**config.mk**
```make
export PLATFORM = sky130hd
export DESIGN_NAME = contador_dezena_flat
export DESIGN_NICKNAME = d
export VERILOG_FILES = /design/src/rtl/contador_dezena_if.sv /design/src/rtl/contador_dezena.sv /design/src/flat_wrapper.sv
export SDC_FILE = /design/constraint.sdc
export NUM_CORES = 1
export LEC_CHECK = 0
export CAP_MARGIN = 40
export CORE_AREA = 2 2 39 41
export CTS_CLUSTER_DIAMETER = 120
export DETAILED_ROUTE_END_ITERATION = 8
export DIE_AREA = 0 0 41 43
export PLACE_DENSITY = 0.74
export SLEW_MARGIN = 30
export SYNTH_ARGS = -nofsm -noshare
export SYNTH_HDL_FRONTEND = slang
export SYNTH_SLANG_ARGS = --single-unit
```
**constraint.sdc**
```tcl
create_clock -name clk1 -period 3.1 [get_ports clk1]
set_input_delay 0.62 -clock clk1 [delete_from_list [all_inputs] [get_ports clk1]]
set_output_delay 0.62 -clock clk1 [all_outputs]
set_load 0.02 [all_outputs]
```
**src/rtl/contador_dezena_if.sv**
```systemverilog
// rtl/contador_dezena_if.sv - count/load/carry signal bundle between the tens-of-seconds stage and its neighbours
interface contador_dezena_if;
    logic       tick_in;
    logic       load;
    logic [3:0] load_value;
    logic [3:0] qDezenadeSegundos;
    logic       clk2;
    logic       running;

    // Upstream side: drives the count/load controls and observes the digit, carry and mode.
    modport master (
        output tick_in,
        output load,
        output load_value,
        input  qDezenadeSegundos,
        input  clk2,
        input  running
    );

    // Counter side.
    modport slave (
        input  tick_in,
        input  load,
        input  load_value,
        output qDezenadeSegundos,
        output clk2,
        output running
    );
endinterface

```
**src/rtl/contador_dezena.sv**
```systemverilog
// rtl/contador_dezena.sv - tens-of-seconds BCD stage with RUN/PAUSE FSM, set button and load; optional DEBOUNCE_EN button filter
module contador_dezena #(
    parameter int MODULO          = 6,
    parameter int DEBOUNCE_CYCLES = 16
) (
    input  logic               clk1,
    input  logic               clear,
    input  logic               pause_btn,
    input  logic               set_btn,
    contador_dezena_if.slave   bus
);

    typedef enum logic {RUN = 1'b0, PAUSE = 1'b1} state_t;

    localparam logic [3:0] MAX_DIGIT = 4'(MODULO - 1);

    // Elaboration-time guard on the parameter ranges.
    if (MODULO < 2 || MODULO > 10 || DEBOUNCE_CYCLES < 2 || DEBOUNCE_CYCLES > 255) begin : gBadParam
        $error("contador_dezena: parameter out of legal range");
    end

    logic [1:0] pauseSync;
    logic [1:0] setSync;
    logic       pauseLevel;
    logic       setLevel;
    logic       pausePrev;
    logic       setPrev;
    logic       pause_p;
    logic       set_p;

    state_t     state;
    state_t     nextState;
    logic [3:0] digit;
    logic [3:0] nextDigit;
    logic       carry;
    logic       nextCarry;

    // Two-flop synchronizers bring the raw buttons into the clk1 domain.
    always_ff @(posedge clk1) begin
        if (clear) begin
            pauseSync <= 2'b00;
            setSync   <= 2'b00;
        end else begin
            pauseSync <= {pauseSync[0], pause_btn};
            setSync   <= {setSync[0], set_btn};
        end
    end

`ifdef DEBOUNCE_EN
    localparam logic [7:0] DEBOUNCE_LAST = 8'(DEBOUNCE_CYCLES - 1);

    logic [7:0] pauseCnt;
    logic [7:0] setCnt;
    logic       pauseFilt;
    logic       setFilt;

    // Filtered level only follows the synchronized input after DEBOUNCE_CYCLES consecutive differing samples.
    always_ff @(posedge clk1) begin
        if (clear) begin
            pauseCnt  <= 8'd0;
            pauseFilt <= 1'b0;
        end else if (pauseSync[1] == pauseFilt) begin
            pauseCnt  <= 8'd0;
        end else if (pauseCnt == DEBOUNCE_LAST) begin
            pauseCnt  <= 8'd0;
            pauseFilt <= pauseSync[1];
        end else begin
            pauseCnt  <= pauseCnt + 8'd1;
        end
    end

    // Same filter for the set button.
    always_ff @(posedge clk1) begin
        if (clear) begin
            setCnt  <= 8'd0;
            setFilt <= 1'b0;
        end else if (setSync[1] == setFilt) begin
            setCnt  <= 8'd0;
        end else if (setCnt == DEBOUNCE_LAST) begin
            setCnt  <= 8'd0;
            setFilt <= setSync[1];
        end else begin
            setCnt  <= setCnt + 8'd1;
        end
    end

    assign pauseLevel = pauseFilt;
    assign setLevel   = setFilt;
`else
    assign pauseLevel = pauseSync[1];
    assign setLevel   = setSync[1];
`endif

    // Previous level for rising-edge detection, so a held button acts once.
    always_ff @(posedge clk1) begin
        if (clear) begin
            pausePrev <= 1'b0;
            setPrev   <= 1'b0;
        end else begin
            pausePrev <= pauseLevel;
            setPrev   <= setLevel;
        end
    end

    assign pause_p = pauseLevel & ~pausePrev;
    assign set_p   = setLevel & ~setPrev;

    // State, digit and carry registers.
    always_ff @(posedge clk1) begin
        if (clear) begin
            state <= RUN;
            digit <= 4'd0;
            carry <= 1'b0;
        end else begin
            state <= nextState;
            digit <= nextDigit;
            carry <= nextCarry;
        end
    end

    // Next state and digit: load beats counting; the pause toggle is independent of both.
    always_comb begin
        nextState = state;
        nextDigit = digit;
        nextCarry = 1'b0;

        if (pause_p) begin
            nextState = (state == RUN) ? PAUSE : RUN;
        end

        if (bus.load) begin
            nextDigit = (bus.load_value > MAX_DIGIT) ? MAX_DIGIT : bus.load_value;
        end else if ((state == RUN && bus.tick_in) || (state == PAUSE && set_p)) begin
            if (digit >= MAX_DIGIT) begin
                nextDigit = 4'd0;
                nextCarry = (state == RUN);
            end else begin
                nextDigit = digit + 4'd1;
            end
        end
    end

    assign bus.qDezenadeSegundos = digit;
    assign bus.clk2              = carry;
    assign bus.running           = (state == RUN);

endmodule

```
**src/flat_wrapper.sv**
```systemverilog
// flat-port wrapper written by rule: the top's interface ports become plain ports
module contador_dezena_flat 
#(
    parameter int MODULO          = 6,
    parameter int DEBOUNCE_CYCLES = 16
)
  (clk1, clear, pause_btn, set_btn, bus_tick_in, bus_load, bus_load_value, bus_qDezenadeSegundos, bus_clk2, bus_running);
  contador_dezena_if bus_i ();
  input  logic clk1;
  input  logic clear;
  input  logic pause_btn;
  input  logic set_btn;
  input wire logic [$bits(bus_i.tick_in)-1:0] bus_tick_in;
  input wire logic [$bits(bus_i.load)-1:0] bus_load;
  input wire logic [$bits(bus_i.load_value)-1:0] bus_load_value;
  output wire logic [$bits(bus_i.qDezenadeSegundos)-1:0] bus_qDezenadeSegundos;
  output wire logic [$bits(bus_i.clk2)-1:0] bus_clk2;
  output wire logic [$bits(bus_i.running)-1:0] bus_running;
  assign bus_i.tick_in = bus_tick_in;
  assign bus_i.load = bus_load;
  assign bus_i.load_value = bus_load_value;
  assign bus_qDezenadeSegundos = bus_i.qDezenadeSegundos;
  assign bus_clk2 = bus_i.clk2;
  assign bus_running = bus_i.running;
  contador_dezena #(.MODULO(MODULO), .DEBOUNCE_CYCLES(DEBOUNCE_CYCLES)) u_core (.clk1(clk1), .clear(clear), .pause_btn(pause_btn), .set_btn(set_btn), .bus(bus_i));
endmodule
```
==> results of run 1 <==
cell usage in the layout (no fill, tap or decap), types with 2 or more instances in the layout:
cell             synthesis  final
a32o_1                   2      2
a31oi_1                  2      2
inv_1                    7      7
nor2b_1                  9      9
clkdlybuf4s50_1          0     15
nand3_1                  2      2
ha_1                     3      3
o41ai_1                  3      3
dfxtp_1                 12     12
o211ai_1                 2      2
nor2_1                   6      6
clkbuf_4                 0      3
state kept, by name, indices dropped and copies added (netlist names):
signal	count
u_core.pauseSync	2
u_core.bus.qDezenadeSegundos	4
u_core.state	1
u_core.bus.clk2	1
u_core.pausePrev	1
u_core.setSync	2
u_core.setPrev	1
cell type report:
type,instances,share of cell area
clock buffer,4,0.0465
inverter,7,0.0337
multi-input combinational,42,0.393
sequential,12,0.308
tap,16,0.0257
timing repair buffer,15,0.193
through the flow:
step                std cells  area, sq um  hold slack (ns)
global placement           92          743            0.422
CTS                        96          779            0.451
finish                     96          779            0.445
floorplan                  63          582            0.414
global route               96          779            0.468
detailed placement         92          743            0.427
cells in the mapped netlist:
library cell  count  share of area
dfxtp_1          12           0.41
nor2b_1           9          0.097
inv_1             7          0.045
nor2_1            6          0.039
ha_1              3          0.065
o41ai_1           3          0.045
a31oi_1           2          0.022
a32o_1            2          0.034
nand3_1           2          0.017
o211ai_1          2          0.026
a211o_1           1          0.015
a21oi_1           1         0.0086
and3_1            1          0.011
and3b_2           1          0.017
buf_2             1         0.0086
clkbuf_1          1         0.0064
nand2_1           1         0.0064
nand2b_1          1          0.011
nand3b_2          1          0.019
nand4_1           1          0.011
nor4b_2           1          0.026
o2111a_1          1          0.019
o21ai_0           1         0.0086
o311ai_1          1          0.015
xnor2_1           1          0.015
power groups by stage:
stage | clock [W] | sequential (W) | combinational (W)
floorplan | 0 | 0.000176 | 0.0000349
global placement | 0 | 0.000173 | 0.0000656
detailed placement | 0 | 0.000173 | 0.0000661
CTS | 0.000128 | 0.000169 | 0.0000665
global route | 0.000134 | 0.000171 | 0.0000736
finish | 0.000125 | 0.000169 | 0.0000665
worst min path at each step:
stage	from	end
floorplan	u_core.pauseSync[0]$_SDFF_PP0_	u_core.pauseSync[1]$_SDFF_PP0_
global placement	u_core.setSync[0]$_SDFF_PP0_	u_core.setSync[1]$_SDFF_PP0_
detailed placement	u_core.pauseSync[0]$_SDFF_PP0_	u_core.pauseSync[1]$_SDFF_PP0_
CTS	u_core.setSync[0]$_SDFF_PP0_	u_core.setSync[1]$_SDFF_PP0_
global route	u_core.setSync[0]$_SDFF_PP0_	u_core.setSync[1]$_SDFF_PP0_
finish	u_core.pauseSync[0]$_SDFF_PP0_	u_core.pauseSync[1]$_SDFF_PP0_
per-layer routing:
layer,vias up,GRT usage,wire [um]
li1,261,-,-
met1,221,0.180,492
met2,18,0.231,537
met3,2,0.0471,60
met4,0,0.0800,20
met5,-,0,0
kinds of logic after synthesis:
kind of cell,Yosys count
AOI/OAI and AO/OA,14
buffers and inverters,9
xor gates and xnor gates,1
DFF,12
and+or+nand+nor,24
adders and majority gates,3
==> impl_metrics.ini, run 1 <==
[die]
height_of_the_die_um = 43
core_area_sq_um = 1380
boundaryPins = 16
chipWidth_um = 41
initial_utilization = 0.420
die-area_sq_um = 1760
core.rowCount = 14

[cts]
clock_tree.htree_level_count = 1
postCtsSetupBuffers = 0
cts_buffer_count = 3
clock_sink_count = 12
cts-hold-fix-buffers = 0
cts.clk_slew.worst_paths_ns = 0.08
cts-root-buf = clkbuf_4
cts_resized = 0
clock_tree_from_tritoncts = yes
cts_max_path_buffers = 2
clkLatencyLatePin_ns = 0.28

[timing]
finalHoldViolations = 0
min_period_ns = 1.97
max-slew-margin-rel = 0.741
finClkSkew_ns = 0.00616
finalSetupViolations = 0
finalMaxSlewViolations = 0
unrepaired_setup_endpoints_after_global_routing = no
worstMarginPinSlew_ns = 0.387
timing.fmax_mhz = 507
timing.setup.tns_ns = 0
final_min_period_over_clock_period = 0.636
timing.final.ws_setup_ns = 1.13

[layout]
nFillCells = 128
ff_latch_area_sq_um = 240
multiInputGateArea_sq_um = 307
finish.net_count = 94
final_core_util = 0.563
area.growth.synth_to_final_pct = 34.0
insertedDiodeCount = 0
drive_above_1_share = 0.0875

[worst_setup_path]
cp_data_arrival_time_ns = 1.35
critPathTopFamily = buffers and inverters
worst_r2r_path_depth = 5
crit_buf_inv = 1
worstPathMaxFanout = 6
kind_of_capture_point_of_the_worst_setup_path = output port
path_class = flop to output port
required_ns = 2.48
cp.depth = 1
critical_path.cell_chain = clkdlybuf4s50_1
r2r_end = u_core.bus.qDezenadeSegundos[3]$_SDFFE_PP0P_
crit-reg2reg-launch = u_core.bus.qDezenadeSegundos[1]$_SDFFE_PP0P_
timing.critical_path.from = u_core.bus.qDezenadeSegundos[3]$_SDFFE_PP0P_
regToRegSetupSlack_ns = 1.70
critPathMaxStageDelay_ns = 0.64
crit_path_top_delay_cell = clkdlybuf4s50_1
sort_of_element_at_the_start_of_the_critical_path = flop
crit_path_end = bus_qDezenadeSegundos[3]

[pwr]
p_seq_frac = 0.469
power.combinational.fraction = 0.184
swShare = 0.256
leakage_power_figure_nw = 0.311
ir_drop_uv = 336
total_power_w = 0.000361
internal_power_w = 0.000268
clock_power_share = 0.347
powerDensity_nw_per_um2 = 463
netsw_w = 0.0000925

[detailed_routing]
final_antenna_net_count = 0
viasPerCell = 5.23
detailroute.via_count = 502
detailed_route_wire_length_per_cell_um = 11.6
route.final.wire_length_mm = 1.11
detailedRoute.firstPassIterationCount = 4
drc_errors = 0
drt_first_iter_violations = 9

[placed_design]
dp_hpwl_um = 862
gp_routability_congestion = 0.801
placement.setup.worst_slack_ns = 1.14
port_buffers = 15

[synthesis]
synth_top_family_by_area = simple AND/OR/NAND/NOR gates
synth-compound-area-share = 0.194
synthAdderAreaFrac = 0.0645
multiplexer_fraction_of_the_synthesized_cell_area = 0
syn-mean-instance-area_sq_um = 9.24
synthSimpleGateAreaFrac = 0.254
synthesis.instances = 63
yosysWarnings = 0
synth-seq-area-share = 0.413
syn-cell-area_sq_um = 582
synth_xor_xnor_area_share = 0.0151
syn-num-nets = 76
ys_seq_elements = 12
yosysUniqueCellTypes = 25

[global_routing]
grt_start_max_net_pins = 12
global_route_wire_length_before_repair_mm = 1.80
gr-usage-all-layers = 0.152
first_global_vias = 432
globalRouteOverflowTotal = 0
grt_antenna_before_repair = 0

[status]
status = finished, final reports clean

[job]
cap_violations = 0

[worst_hold_path]
worst_hold_path.num_cells = 1
worst_hold_path_type = flop to flop
Note: power is estimated with default switching activity, not from simulation.
==> run 2: changes to the inputs <==
--- a/config.mk
+++ b/config.mk
@@ -6,10 +6,10 @@
 export NUM_CORES = 1
 export LEC_CHECK = 0
 export CAP_MARGIN = 40
-export CORE_AREA = 2 2 39 41
+export CORE_MARGIN = 2
+export CORE_UTILIZATION = 44
 export CTS_CLUSTER_DIAMETER = 120
 export DETAILED_ROUTE_END_ITERATION = 8
-export DIE_AREA = 0 0 41 43
 export PLACE_DENSITY = 0.74
 export SLEW_MARGIN = 30
 export SYNTH_ARGS = -nofsm -noshare
==> constraint.sdc (replaced) <==
create_clock -name clk1 -period 1.93 [get_ports clk1]
set_input_delay 0.386 -clock clk1 [delete_from_list [all_inputs] [get_ports clk1]]
set_output_delay 0.386 -clock clk1 [all_outputs]
set_load 0.02 [all_outputs]
==> run 2 against run 1 <==
  * Register-to-register slack got worse by 1.2 ns
  * Total power rose by 60%
  * Sequential power increased by 61%
  * Routed wire length is 2.7% higher
  * Die area fell by 7.6%
  * Sequential cell count did not move
  * Highest routed layer unchanged
==> impl_metrics.ini, run 2 (same netlist as run 1, synthesis figures left out) <==
[cts]
clock_tree_from_tritoncts = yes
cts_max_path_buffers = 2
cts-hold-fix-buffers = 0
cts_buffer_count = 3
clock_tree.htree_level_count = 1
clock_sink_count = 12
cts.clk_slew.worst_paths_ns = 0.07
cts-root-buf = clkbuf_4
postCtsSetupBuffers = 0
cts_resized = 0
clkLatencyLatePin_ns = 0.27

[timing]
hold_ws_ns = 0.444
finalSetupViolations = 0
unrepaired_setup_endpoints_after_global_routing = no
worstMarginPinSlew_ns = 0.292
max-slew-margin-rel = 0.803
finClkSkew_ns = 0.000633
timing.setup.tns_ns = 0
finalMaxSlewViolations = 0
final_min_period_over_clock_period = 0.904
finalHoldViolations = 0
min_period_ns = 1.75
timing.fmax_mhz = 573

[global_routing]
grt_util_met1 = 0.199
gr-usage-all-layers = 0.167
globalRouteOverflowTotal = 0
grt_start_max_net_pins = 8
grt_antenna_before_repair = 0
first_global_vias = 421
global_route_wire_length_before_repair_mm = 1.77
most_crowded_layer_gr = met2
groute.layer.met2.usage = 0.262
globalRouteMet3Util = 0.0500

[layout]
layout_commonest_cell = clkdlybuf4s50_1
final-instance-count-excl-fill = 97
flip_flop_count_of_the_largest_register_all_copies_and_words_added = 4
insertedDiodeCount = 0
finish.net_count = 96
drive_above_1_share = 0.110
final_core_util = 0.625
area.growth.synth_to_final_pct = 36.3
most_used_cells_in_the_layout_excluding_fill_and_tap_cells = clkdlybuf4s50_1 (15), dfxtp_1 (12), nor2b_1 (9), inv_1 (7), nor2_1 (6)

[worst_setup_path]
required_ns = 1.54
path_class = flop to output port
critPathTopFamily = buffers and inverters
crit_buf_inv = 1
critPathMaxStageDelay_ns = 0.65
kind_of_capture_point_of_the_worst_setup_path = output port
crit_path_top_delay_cell = clkdlybuf4s50_1
sort_of_element_at_the_start_of_the_critical_path = flop
critical_path.cell_chain = clkdlybuf4s50_1
worstPathMaxFanout = 6
cp_data_arrival_time_ns = 1.36

[die]
boundaryPins = 16
initial_utilization = 0.459
core_area_sq_um = 1270
height_of_the_die_um = 40.4
die-area_sq_um = 1630
core.rowCount = 13
chipWidth_um = 40.4

[detailed_routing]
viasPerCell = 5.47
drc_errors = 0
detailedRoute.firstPassIterationCount = 4
detailroute.via_count = 531
final_antenna_net_count = 0
detailed_route_wire_length_per_cell_um = 11.8
drt_first_iter_violations = 15
route.final.wire_length_mm = 1.14

[status]
status = finished, final reports clean

[job]
cap_violations = 0

[placed_design]
gp_routability_congestion = 0.791
dpl.cell_count = 93
dp_hpwl_um = 891
port_buffers = 15

[pwr]
ir_drop_uv = 406
total_power_w = 0.000578
leakage_power_figure_nw = 0.321
powerDensity_nw_per_um2 = 729

[worst_hold_path]
worst_hold_path_type = flop to flop
## run 2: cell count changes in the layout (fill, tap and decap cells not counted)
cell   previous run  this run
buf_4             0         2
## run 2: layer usage
| metal | wire, um | vias to the layer above | share of wire |
|---|---|---|---|
| met5 | 0 | - | 0 |
| met3 | 53 | 2 | 0.046 |
| met2 | 538 | 18 | 0.47 |
| li1 | - | 264 | - |
| met4 | 5 | 0 | 0.0044 |
| met1 | 543 | 247 | 0.48 |
## run 2: power breakdown
group          total [W]  leakage (nW)  internal, W  switching (W)
clock           0.000196        0.0210     0.000115      0.0000814
sequential      0.000272        0.0986     0.000260      0.0000124
combinational   0.000110         0.201    0.0000588      0.0000513
## run 2: final cells by class
| class | count | area (sq um) |
|---|---|---|
| Clock buffer | 4 | 36.3 |
| Fill cell | 119 | 475 |
| Inverter | 7 | 26.3 |
| Multi-Input combinational cell | 42 | 307 |
| Sequential cell | 12 | 240 |
| Tap cell | 15 | 18.8 |
| Timing Repair Buffer | 17 | 165 |
## run 2: through the flow
step                      area [sq um]  worst slack (ns)
after global routing               793             0.105
after global placement             757             0.362
after CTS                          793             0.165
final                              793             0.185
after detailed placement           757             0.345
after floorplan                    582             0.489
## run 2: path summary, 6_finish.rpt
| kind | cells past startpoint | slack, ns | startpoint | to |
|---|---|---|---|---|
| worst min-delay path | 1 | 0.44 | u_core.setSync[0]$_SDFF_PP0_ | u_core.setSync[1]$_SDFF_PP0_ |
| worst min register to register | 1 | 0.44 | u_core.setSync[0]$_SDFF_PP0_ | u_core.setSync[1]$_SDFF_PP0_ |
| worst max-delay path | 1 | 0.18 | u_core.bus.qDezenadeSegundos[3]$_SDFFE_PP0P_ | bus_qDezenadeSegundos[3] |
| worst max register to register | 5 | 0.51 | u_core.bus.qDezenadeSegundos[1]$_SDFFE_PP0P_ | u_core.bus.qDezenadeSegundos[3]$_SDFFE_PP0P_ |
